**config.mk**
```make
export PLATFORM = sky130hd
export DESIGN_NAME = computer_player
export DESIGN_NICKNAME = d
export VERILOG_FILES = /design/src/rtl/computer_player.sv
export SDC_FILE = /design/constraint.sdc
export NUM_CORES = 1
export LEC_CHECK = 0
export BUFFER_PORTS_ARGS = -buffer_cell sky130_fd_sc_hd__buf_2
export CAP_MARGIN = 20
export CORE_MARGIN = 3
export CORE_UTILIZATION = 47
export DETAILED_ROUTE_END_ITERATION = 10
export PLACE_DENSITY = 0.71
export SLEW_MARGIN = 15
export SYNTH_ARGS = -nofsm -noshare
export SYNTH_HDL_FRONTEND = slang
export SYNTH_SLANG_ARGS = --single-unit
```
**constraint.sdc**
```tcl
create_clock -name clk -period 1.6 [get_ports clk]
set_input_delay 0.16 -clock clk [delete_from_list [all_inputs] [get_ports clk]]
set_output_delay 0.16 -clock clk [all_outputs]
set_load 0.02 [all_outputs]
```
**src/rtl/computer_player.sv**
```systemverilog
// Automated Tug of War opponent: an LFSR compared against a difficulty threshold yields one-cycle presses.
// Optional macro COMPUTER_PLAYER_COUNT_EN adds an 8-bit saturating press_count output.
module computer_player #(
  parameter int LFSR_W       = 10,
  parameter int TICK_DIV     = 16,
  parameter int COOLDOWN_CYC = 4
) (
  input  logic              clk,
  input  logic              reset,
  input  logic              enable,
  input  logic [LFSR_W-1:0] difficulty,
  output logic              press,
  output logic              busy,
`ifdef COMPUTER_PLAYER_COUNT_EN
  output logic [7:0]        press_count,
`endif
  output logic [LFSR_W-1:0] lfsr_q
);

  localparam int TW = (TICK_DIV > 1) ? $clog2(TICK_DIV) : 1;
  localparam int CW = (COOLDOWN_CYC > 1) ? $clog2(COOLDOWN_CYC) : 1;
  localparam logic [TW-1:0] TICK_LAST = TW'(TICK_DIV - 1);
  localparam logic [CW-1:0] COOL_LOAD = CW'(COOLDOWN_CYC - 1);

  typedef enum logic [1:0] {IDLE, PRESS, COOLDOWN} state_t;

  state_t            state;
  logic [TW-1:0]     cnt;
  logic [CW-1:0]     cool;
  logic              tick;
  logic [LFSR_W-1:0] lfsr_next;

  assign tick = enable && (cnt == TICK_LAST);

  // The all-zero lock-up state is recovered to 1 in case it is ever reached.
  always_comb begin
    lfsr_next = {lfsr_q[LFSR_W-2:0], lfsr_q[LFSR_W-1] ^ lfsr_q[LFSR_W-4]};
    if (lfsr_q == '0) lfsr_next = {{(LFSR_W-1){1'b0}}, 1'b1};
  end

  always_ff @(posedge clk or posedge reset) begin
    if (reset) begin
      lfsr_q <= {{(LFSR_W-1){1'b0}}, 1'b1};
      cnt    <= '0;
      cool   <= '0;
      state  <= IDLE;
      press  <= 1'b0;
      busy   <= 1'b0;
    end else begin
      if (enable) begin
        lfsr_q <= lfsr_next;
        cnt    <= (cnt == TICK_LAST) ? '0 : cnt + 1'b1;
      end else begin
        cnt <= '0;
      end

      if (!enable) begin
        state <= IDLE;
        press <= 1'b0;
        busy  <= 1'b0;
      end else begin
        case (state)
          IDLE: begin
            press <= 1'b0;
            busy  <= 1'b0;
            if (tick && (lfsr_q < difficulty)) begin
              state <= PRESS;
              press <= 1'b1;
              busy  <= 1'b1;
            end
          end
          PRESS: begin
            state <= COOLDOWN;
            cool  <= COOL_LOAD;
            press <= 1'b0;
            busy  <= 1'b1;
          end
          COOLDOWN: begin
            press <= 1'b0;
            if (cool == '0) begin
              state <= IDLE;
              busy  <= 1'b0;
            end else begin
              cool <= cool - 1'b1;
              busy <= 1'b1;
            end
          end
          default: begin
            state <= IDLE;
            press <= 1'b0;
            busy  <= 1'b0;
          end
        endcase
      end
    end
  end

`ifdef COMPUTER_PLAYER_COUNT_EN
  // Counts completed press cycles even if enable dropped during the press.
  always_ff @(posedge clk or posedge reset) begin
    if (reset) begin
      press_count <= '0;
    end else if (press && (press_count != 8'hFF)) begin
      press_count <= press_count + 8'd1;
    end
  end
`endif

endmodule

```
==> impl_summary.txt <==
----------------------------------------------------
[Floorplan]
  Floorplan die width ... 54.7 um
  Placeable core region ... 2230 um2
  Number of placement rows ... 17
  I/O pin count ... 25
  Die boundary height ... 54.7 um
  Initial core utilization ... 50.0%
  Die Outline Area ... 3000 um2

[Finish]
  Commonest cells after routing, fill and taps aside ... 24 x buf_2, 18 x dfrtp_1, 16 x inv_1, 11 x buf_4, 10 x mux2_2
  Syn-to-layout area delta ... 31.6%
  Final antenna diode count ... 0
  Fraction of final layout cells sized beyond drive strength 1 ... 43.9%
  Most common library cell in the layout ignoring fill and taps ... buf_2
  NumNets Final ... 164
  Final Cell Area ... 1470 um2

[STA]
  Period utilization ... 99.8%
  Maximum operating frequency ... 0.626 GHz
  Max_slew headroom ... 76.7%
  Setup violations, final ... 0
  Pins Over Slew Limit ... 0
  Fin. Hold Viols ... 0
  RSZ-0062 raised after global routing ... true
  Slew of the pin with the lowest slew margin ... 0.349 ns
  TNS Setup ... 0 ns
  Min Clock Period, post-route ... 1.60 ns
  Worst Hold Slack ... 0.194 ns
  Maximum clock skew at final layout ... 0.00386 ns

[Setup path]
  Kind of critical path ... flip-flop to flip-flop
  Crit path arrival time ... 1.80 ns
  Endpoint class of the critical path ... flip-flop
  Startpoint of the most critical register-to-register path ... lfsr_q[3]
  Worst Reg-to-Reg Cells ... 5
  Kind of launch point of the worst setup path ... flip-flop
  Max FO, Critical Path ... 3
  Capture instance of the worst register-to-register path ... press
  Setup slack on the worst flop-to-flop path ... 0.003 ns
  Required time at the worst-slack endpoint ... 1.80 ns

[Power and ir drop]
  Power per cell area ... 1570 nW/um2
  Total power consumption of the routed design ... 0.00231 W
  Standby leakage power ... 0.718 nW
  Max rail drop VDD ... 1.38 mV

[Yosys]
  Syn Area/Cell ... 10.9 um2
  Number of nets produced by synthesis ... 126
  Area of the mapped netlist ... 1120 um2
  Sequential fraction of the synthesis area ... 45.0%
  Synth cell types ... 31
  Count of synthesis-stage warnings from yosys ... 0
  Flip-flop and latch count after synthesis ... 20
  Number of cells produced by synthesis ... 102

[Clock tree]
  Clk slew on worst S/H paths ... 0.12 ns
  TritonCTS clock tree ... done
  Clk sink count ... 20
  Worst-Skew Late Latency ... 0.30 ns
  Total CTS buffers ... 3
  Buffer levels on the longest clock path ... 2
  Master cell of the clock root buffer ... clkbuf_4
  H-tree levels ... 1

[GRT]
  Vias in the first global route ... 900
  Antenna violations before repair ... 0
  Maximum number of pins on one net before global-route repair ... 21
  First-pass GRT wire length ... 3890 um
  GR Overflow Total ... 0
  Overall track demand over capacity in global routing ... 18.4%

[Routing]
  DRC viols ... 0
  DR pass1 iterations ... 4
  Count of vias placed by the detailed router ... 888
  WL/cell ... 14.5 um
  Total wirelength of the detailed-routed design ... 2420 um
  DRT antenna net count ... 0
  Drt initial violations ... 16
  Via density per instance ... 5.32

[Hold path]
  Worst Min Path Start ... enable
  WHS Path Cells ... 2
  End of the worst hold path ... cnt[1]
  Tightest Hold Check Type ... input pin to flip-flop

[Placement]
  Placed cell areas ... 1340 um2
  Port bufs ... 24
  Final GP Congestion ... 0.787
  DPL Wire Length ... 1730 um

[Run]
  Max-cap violations ... 0

[Status]
  Outcome ... completed

----------------------------------------------------
## how the worst max path moves through the flow
stage	to	slack, ns	startpoint
2_1_floorplan	busy	0.02	lfsr_q[7]
3_3_place_gp	press	0.10	lfsr_q[3]
3_5_place_dp	busy	0.01	lfsr_q[7]
4_1_cts	press	0.004	lfsr_q[3]
5_1_grt	press	-0.07	lfsr_q[3]
6_report	press	0.003	lfsr_q[3]
## sequential cells by signal, indices dropped and copies added, names as in the netlist
register / count
busy: 1
cnt: 4
press: 1
lfsr_q: 10
cool: 2
state: 2
## per-stage QoR
stage / std cells / utilization (%) / setup slack [ns]
global placement: 160 / 59.9 / 0.101
detailed placement: 160 / 59.9 / 0.0148
CTS: 165 / 62.9 / 0.00415
global route: 167 / 65.8 / -0.0673
floorplan: 102 / - / 0.0248
finish: 167 / 65.8 / 0.00260
## critical path: stages, from the launching register on
cell and delay, ns:
dfrtp_2 0.44, ha_4 0.22, a211o_1 0.27, a21oi_2 0.13
o21ai_2 0.12, a2111oi_4 0.32
## synth_stat cells (all sizes together)
library cell | instances | share of area, %
and3 | 1 | 0.56
a21oi | 5 | 2.6
and4 | 1 | 0.78
nand4b | 1 | 0.78
o21ai | 6 | 3.0
and2 | 2 | 1.1
and2b | 1 | 0.67
o211ai | 1 | 1.1
dfrtp | 19 | 43
nor3 | 1 | 0.45
nand2b | 1 | 0.56
nor4 | 2 | 1.1
a211o | 1 | 0.78
inv | 16 | 5.4
a2111oi | 2 | 2.7
a211oi | 3 | 2.0
ha | 11 | 12
nand3 | 2 | 0.90
buf | 2 | 0.90
nand4 | 1 | 0.56
dfstp | 1 | 2.4
clkbuf | 1 | 0.45
a22oi | 2 | 1.3
o2bb2ai | 1 | 0.78
mux2 | 10 | 10
nor2 | 5 | 1.7
o21a | 1 | 0.67
mux2i | 1 | 0.90
xnor2 | 1 | 0.78
## report_power, final
group          leakage [nW]  internal (W)  switching (W)  total, W
registers             0.244      0.000657       0.000116  0.000774
logic                 0.446      0.000534       0.000591   0.00113
clock network        0.0279      0.000253       0.000161  0.000414
total                 0.718       0.00144       0.000868   0.00231
## cells by family (layout without fill, tap and decap cells)
logic type / count (synthesis) / in the layout / share of synthesized area (%)
AOI/OAI and AO/OA: 22 / 22 / 15.0
xor gates and xnor gates: 1 / 1 / 0.785
adders and majority gates: 11 / 11 / 12.3
buffers and inverters: 19 / 56 / 6.73
DFF: 20 / 20 / 45.0
muxes: 11 / 11 / 11.0
and+or+nand+nor: 18 / 18 / 9.19
## layout make-up
class / count / area, um2
Fill cell: 181 / 764
Multi-Input combinational cell: 63 / 606
Sequential cell: 20 / 503
Clock inverter: 1 / 30.0
Timing Repair Buffer: 36 / 213
Clock buffer: 3 / 22.5
Inverter: 16 / 60.1
Tap cell: 28 / 35.0
## timing repair
action,in CTS,in global routing
resized for setup,1,6
endpoints found under the hold margin,19,0
setup buffers,0,2
pin swaps,0,3
gates cloned,0,0
endpoints found under the setup margin,1,3
hold buffers,1,0
## per-layer routing
| metal | wire [um] | track usage [%] |
|---|---|---|
| met1 | 1040 | 22.3 |
| met2 | 1240 | 32.9 |
| met3 | 109 | 3.27 |
| met4 | 29 | 4.98 |
| met5 | 0 | 0 |
Power figures use the tool's default switching activity.
